==> src/rtl/load_store_unit.sv <==
// Load/store initiator between the core and a word-wide single-port synchronous RAM.
// Formats load data and performs read-modify-write for sub-word stores.
module load_store_unit #(
  parameter int ADDR_WIDTH = 12
) (
  input  logic                  clk,
  input  logic                  rst_n,
  input  logic                  req_valid,
  output logic                  req_ready,
  input  logic                  req_is_store,
  input  logic [2:0]            req_funct3,
  input  logic [31:0]           req_addr,
  input  logic [31:0]           req_wdata,
  output logic                  resp_valid,
  output logic [31:0]           resp_rdata,
  output logic                  resp_err,
  output logic [ADDR_WIDTH-1:0] mem_addr,
  output logic                  mem_we,
  output logic [31:0]           mem_wdata,
  input  logic [31:0]           mem_rdata
);

  typedef enum logic [2:0] {
    S_IDLE    = 3'd0,
    S_ISSUE   = 3'd1,
    S_CAPTURE = 3'd2,
    S_WRITE   = 3'd3,
    S_RESP    = 3'd4
  } state_t;

  state_t                state_r;
  state_t                next_s;
  logic                  accept_s;
  logic                  req_err_s;
  logic                  is_store_r;
  logic [2:0]            funct3_r;
  logic [ADDR_WIDTH+1:0] addr_r;
  logic [31:0]           wdata_r;
  logic                  ready_r;
  logic                  we_r;
  logic                  resp_valid_r;
  logic [31:0]           resp_rdata_r;
  logic                  resp_err_r;
  logic [31:0]           mem_wdata_r;
  logic                  unused_addr_s;

  // Misaligned halves/words, reserved encodings and unsigned stores are all rejected.
  function automatic logic access_err(input logic st, input logic [2:0] f3, input logic [1:0] a);
    logic e;
    case (f3)
      3'b000:  e = 1'b0;
      3'b001:  e = a[0];
      3'b010:  e = (a != 2'b00);
      3'b100:  e = st;
      3'b101:  e = st | a[0];
      default: e = 1'b1;
    endcase
    return e;
  endfunction

  function automatic logic [31:0] format_load(input logic [2:0] f3, input logic [1:0] a,
                                              input logic [31:0] w);
    logic [7:0]  b;
    logic [15:0] h;
    logic [31:0] r;
    case (a)
      2'd0:    b = w[7:0];
      2'd1:    b = w[15:8];
      2'd2:    b = w[23:16];
      2'd3:    b = w[31:24];
      default: b = w[7:0];
    endcase
    h = a[1] ? w[31:16] : w[15:0];
    case (f3)
      3'b000:  r = {{24{b[7]}}, b};
      3'b001:  r = {{16{h[15]}}, h};
      3'b100:  r = {24'd0, b};
      3'b101:  r = {16'd0, h};
      default: r = w;
    endcase
    return r;
  endfunction

  function automatic logic [31:0] merge_store(input logic [2:0] f3, input logic [1:0] a,
                                              input logic [31:0] w, input logic [31:0] d);
    logic [31:0] r;
    r = w;
    if (f3 == 3'b000) begin
      case (a)
        2'd0:    r[7:0]   = d[7:0];
        2'd1:    r[15:8]  = d[7:0];
        2'd2:    r[23:16] = d[7:0];
        2'd3:    r[31:24] = d[7:0];
        default: r        = w;
      endcase
    end else if (a[1]) begin
      r[31:16] = d[15:0];
    end else begin
      r[15:0] = d[15:0];
    end
    return r;
  endfunction

  assign accept_s      = (state_r == S_IDLE) && req_valid;
  assign req_err_s     = access_err(req_is_store, req_funct3, req_addr[1:0]);
  assign unused_addr_s = ^req_addr[31:ADDR_WIDTH+2];

  // Next-state logic.
  always_comb begin
    next_s = state_r;
    case (state_r)
      S_IDLE: begin
        if (!req_valid) begin
          next_s = S_IDLE;
        end else if (req_err_s) begin
          next_s = S_RESP;
        end else if (req_is_store && (req_funct3 == 3'b010)) begin
          next_s = S_WRITE;
        end else begin
          next_s = S_ISSUE;
        end
      end
      S_ISSUE:   next_s = S_CAPTURE;
      S_CAPTURE: next_s = is_store_r ? S_WRITE : S_RESP;
      S_WRITE:   next_s = S_RESP;
      S_RESP:    next_s = S_IDLE;
      default:   next_s = S_IDLE;
    endcase
  end

  // State register, request latch and registered outputs.
  always_ff @(posedge clk or negedge rst_n) begin
    if (!rst_n) begin
      state_r      <= S_IDLE;
      is_store_r   <= 1'b0;
      funct3_r     <= 3'd0;
      addr_r       <= '0;
      wdata_r      <= 32'd0;
      ready_r      <= 1'b1;
      we_r         <= 1'b0;
      resp_valid_r <= 1'b0;
      resp_rdata_r <= 32'd0;
      resp_err_r   <= 1'b0;
      mem_wdata_r  <= 32'd0;
    end else begin
      state_r      <= next_s;
      ready_r      <= (next_s == S_IDLE);
      we_r         <= (next_s == S_WRITE);
      resp_valid_r <= (next_s == S_RESP);
      if (accept_s) begin
        is_store_r <= req_is_store;
        funct3_r   <= req_funct3;
        addr_r     <= req_addr[ADDR_WIDTH+1:0];
        wdata_r    <= req_wdata;
      end
      // SW writes the request data directly; SB/SH write the merged captured word.
      if (accept_s && (next_s == S_WRITE)) begin
        mem_wdata_r <= req_wdata;
      end else if ((state_r == S_CAPTURE) && (next_s == S_WRITE)) begin
        mem_wdata_r <= merge_store(funct3_r, addr_r[1:0], mem_rdata, wdata_r);
      end
      if ((next_s == S_RESP) && (state_r != S_RESP)) begin
        if (state_r == S_CAPTURE) begin
          resp_rdata_r <= format_load(funct3_r, addr_r[1:0], mem_rdata);
          resp_err_r   <= 1'b0;
        end else if (state_r == S_IDLE) begin
          resp_rdata_r <= 32'd0;
          resp_err_r   <= 1'b1;
        end else begin
          resp_rdata_r <= 32'd0;
          resp_err_r   <= 1'b0;
        end
      end
    end
  end

  assign req_ready  = ready_r;
  assign mem_we     = we_r;
  assign resp_valid = resp_valid_r;
  assign resp_rdata = resp_rdata_r;
  assign resp_err   = resp_err_r;
  assign mem_wdata  = mem_wdata_r;
  assign mem_addr   = addr_r[ADDR_WIDTH+1:2];

endmodule
==> config.mk <==
export PLATFORM = sky130hd
export DESIGN_NAME = load_store_unit
export DESIGN_NICKNAME = d
export VERILOG_FILES = /design/src/rtl/load_store_unit.sv
export SDC_FILE = /design/constraint.sdc
export NUM_CORES = 1
export LEC_CHECK = 0
export BUFFER_PORTS_ARGS = -buffer_cell sky130_fd_sc_hd__buf_2
export CAP_MARGIN = 20
export CORE_ASPECT_RATIO = 0.5
export CORE_MARGIN = 2
export CORE_UTILIZATION = 51
export CTS_CLUSTER_DIAMETER = 80
export CTS_CLUSTER_SIZE = 28
export DETAILED_ROUTE_END_ITERATION = 12
export GPL_TIMING_DRIVEN = 0
export PLACE_DENSITY = 0.88
export SETUP_SLACK_MARGIN = 0.15
export SLEW_MARGIN = 5
export SYNTH_ARGS = -nofsm -noshare
export SYNTH_HDL_FRONTEND = slang
export SYNTH_SLANG_ARGS = --single-unit
==> constraint.sdc <==
create_clock -name clk -period 2.42 [get_ports clk]
set_input_delay 0.121 -clock clk [delete_from_list [all_inputs] [get_ports clk]]
set_output_delay 0.121 -clock clk [all_outputs]
set_load 0.01 [all_outputs]
==> impl_metrics.yaml <==
status:
  status: "complete, no violations"
place:
  portBuffers: 164
  gp_congestion: 0.979
  dp_hpwl_um: 13700
  postPlaceCellArea_mm2: 0.00654
  preCtsSetupSlack_ns: 0.295
critical_path:
  end_kind: "flop"
  cp.required_ns: 2.66
  critical_path_arrival_ns: 2.33
  startpoint_type: "flop"
  rr_worst_depth: 6
  crit_type: "reg2reg"
  cp_max_fo: 10
timing:
  slew_headroom: 0.492
  skew_ns: 0.00422
  drv_slew: 0
  hold_viol: 0
  worstMarginPinSlew_ns: 0.762
  period_share: 0.865
  fin_crit_ns: 2.09
  fmax_mhz: 478
  setup_slack_ns: 0.327
  rsz0062_at_grt: "false"
  setup_viol: 0
  timing.setup.tns_ns: 0
drt:
  wl_um: 18900
  vias_per_cell: 6.04
  first_iter_violations: 715
  vias: 5631
  drtPass1Iterations: 5
  drtAntennaViolNets: 0
  wl_per_cell_um: 20.3
  drc: 0
power:
  leakagePower_nw: 3.57
  powerDensity_mw_per_mm2: 1290
  vdd_drop_max_uv: 530
clocking:
  clockRootBuffer: "clkbuf_16"
  cts.htree.levels: 3
  clock_latency_ns: 0.35
  cts_tree: "yes"
  cts_buffers: 9
  path_clk_slew_ns: 0.07
  clockBufferDepth: 2
  cts_sinks: 105
synth:
  synth_nets: 681
  synth.distinct_cells: 55
  synth_edf_count: 0
  async_flop_share: 1.00
  synth_top_flop_cell: "dfrtp_1"
  syn_area_per_cell_um2: 9.54
  ys_ff_latch: 105
  synth_area_mm2: 0.00552
  postSynthCellCount: 578
  yosysSeqAreaShare: 0.477
  yosys_warnings: 0
cells_and_area:
  diodes: 0
  nets: 891
  syn_to_final_growth_pct: 30.5
  fin_area_mm2: 0.00720
  n_fill_cell: 806
  drive_above_1_share: 0.296
global_routing:
  grt_pass1_vias: 5446
  grt_max_degree: 58
  grt_usage: 0.330
  antenna_found_initial: 0
  grt_pass1_wl_um: 29700
  gr-total-overflow: 0
floorplanning:
  dieArea_mm2: 0.0117
  row_count: 26
  die_w_um: 151
  fp.coreArea_mm2: 0.0104
  die_h_um: 77.5
  start_util: 0.531
  num_io_pins: 183
min_path:
  worstHoldPathCells: 2
  min_path_type: "in2reg"
job:
  cap_viol_max_count: 0
-- placed cells by master, fill, tap and decap left out, types with 5 or more instances in the layout --
cell           synthesis  final
o21ai_0               25     25
a221o_1               22     22
a211o_1                8      8
clkbuf_1              23     24
nor2b_1                5      5
nand2_1              110    110
buf_2                 17    180
nand3_1               23     23
and3_1                 8      8
a32o_1                 8      8
nor3_1                 7      7
clkbuf_16              0      9
mux2i_1               28     28
o211ai_1               9      9
nor2_1                27     27
a21oi_1               24     24
a311oi_1               5      5
buf_4                 14     18
o221ai_1               7      7
a22oi_1                7      7
o21ai_1               19     19
a22o_1                 8      8
dlygate4sd3_1          0     31
dfrtp_1              104    104
nand2b_1              22     22
-- logic make-up (layout without fill, tap and decap cells) --
kind of cell,count (synthesis),after routing,synth area share
compound gates,161,161,0.214
mux,30,30,0.0569
simple gates,218,218,0.193
flops,105,105,0.477
buf+inv,64,279,0.0599
-- worst paths after layout --
path,slack [ns],to,start
min in group asynchronous,0.39,addr_r[12],rst_n
max in group asynchronous,1.32,mem_wdata[21],rst_n
worst min-delay path,0.005,mem_wdata[17],req_wdata[17]
worst min register to register,0.48,addr_r[2],addr_r[2]
worst max register to register,0.33,mem_wdata[11],addr_r[1]
worst max-delay path,0.33,mem_wdata[11],addr_r[1]
-- worst max-delay path: stages (launching register included) --
cell      delay [ns]
dfrtp_1         0.36
buf_2           0.15
inv_2           0.06
clkbuf_1        0.37
clkbuf_1        0.48
o21ai_0         0.22
a311oi_1        0.35
-- Yosys cell counts (all sizes together), types with 3 or more instances --
| master | number | share of area |
|---|---|---|
| nand2 | 110 | 0.075 |
| dfrtp | 104 | 0.47 |
| o21ai | 44 | 0.040 |
| buf | 35 | 0.040 |
| mux2i | 28 | 0.051 |
| nor2 | 28 | 0.020 |
| a21oi | 26 | 0.025 |
| clkbuf | 24 | 0.017 |
| nand3 | 23 | 0.021 |
| a221o | 22 | 0.040 |
| nand2b | 22 | 0.025 |
| o211ai | 9 | 0.012 |
| a211o | 8 | 0.013 |
| a22o | 8 | 0.013 |
| a32o | 8 | 0.015 |
| and3 | 8 | 0.0091 |
| nor3 | 8 | 0.0082 |
| a22oi | 7 | 0.0095 |
| o221ai | 7 | 0.011 |
| a311oi | 5 | 0.0079 |
| inv | 5 | 0.0034 |
| nor2b | 5 | 0.0057 |
| nand3b | 3 | 0.0041 |
| nor4b | 3 | 0.013 |
| o221a | 3 | 0.0061 |
| o311ai | 3 | 0.0048 |
-- metrics by stage --
stage               instances  power, mW  hold WS, ns   util
finish                    933       9.28      0.00530  0.693
global route              933       9.85      0.00703  0.693
CTS                       930       9.16      0.00531  0.691
detailed placement        883       7.54        0.232  0.630
global placement          882       7.39        0.310  0.627
floorplan                 578       5.94       -0.175      -
-- registers in the layout (all words and copies together) (netlist names), 3 cells and up --
register / flops
wdata_r: 16
addr_r: 14
mem_wdata: 32
state_r: 3
funct3_r: 3
resp_rdata: 32
-- power by group --
group          leakage (nW)  internal (mW)  total (mW)  switching (mW)
Sequential             1.33           2.56        3.17           0.615
Clock                 0.145          0.911        1.58           0.669
Combinational          2.10           1.90        4.53            2.64
-- per-layer routing --
metal,vias to the layer above,GRT usage,routed length (um)
met4,0,0.110,460
met1,2702,0.462,7860
li1,2513,-,-
met3,48,0.0947,2270
met2,368,0.496,8320
met5,-,0,0
-- timing repair --
action                                  4_1_cts  5_1_grt
endpoints found under the hold margin        85        0
resized for setup                             0        1
endpoints found under the setup margin        0       15
buffers inserted                              0        3
hold buffers                                 31        0
-- area by class of cell --
| class | count | area, um2 | share of cell area |
|---|---|---|---|
| sequential | 105 | 2630 | 0.365 |
| multi-input combinational | 409 | 2560 | 0.355 |
| timing repair buffer | 199 | 1180 | 0.164 |
| buffer | 59 | 313 | 0.0435 |
| clock buffer | 10 | 229 | 0.0318 |
| tap | 140 | 175 | 0.0243 |
| clock inverter | 6 | 91.3 | 0.0127 |
| inverter | 5 | 18.8 | 0.00261 |
Note: power is estimated with default switching activity, not from simulation.
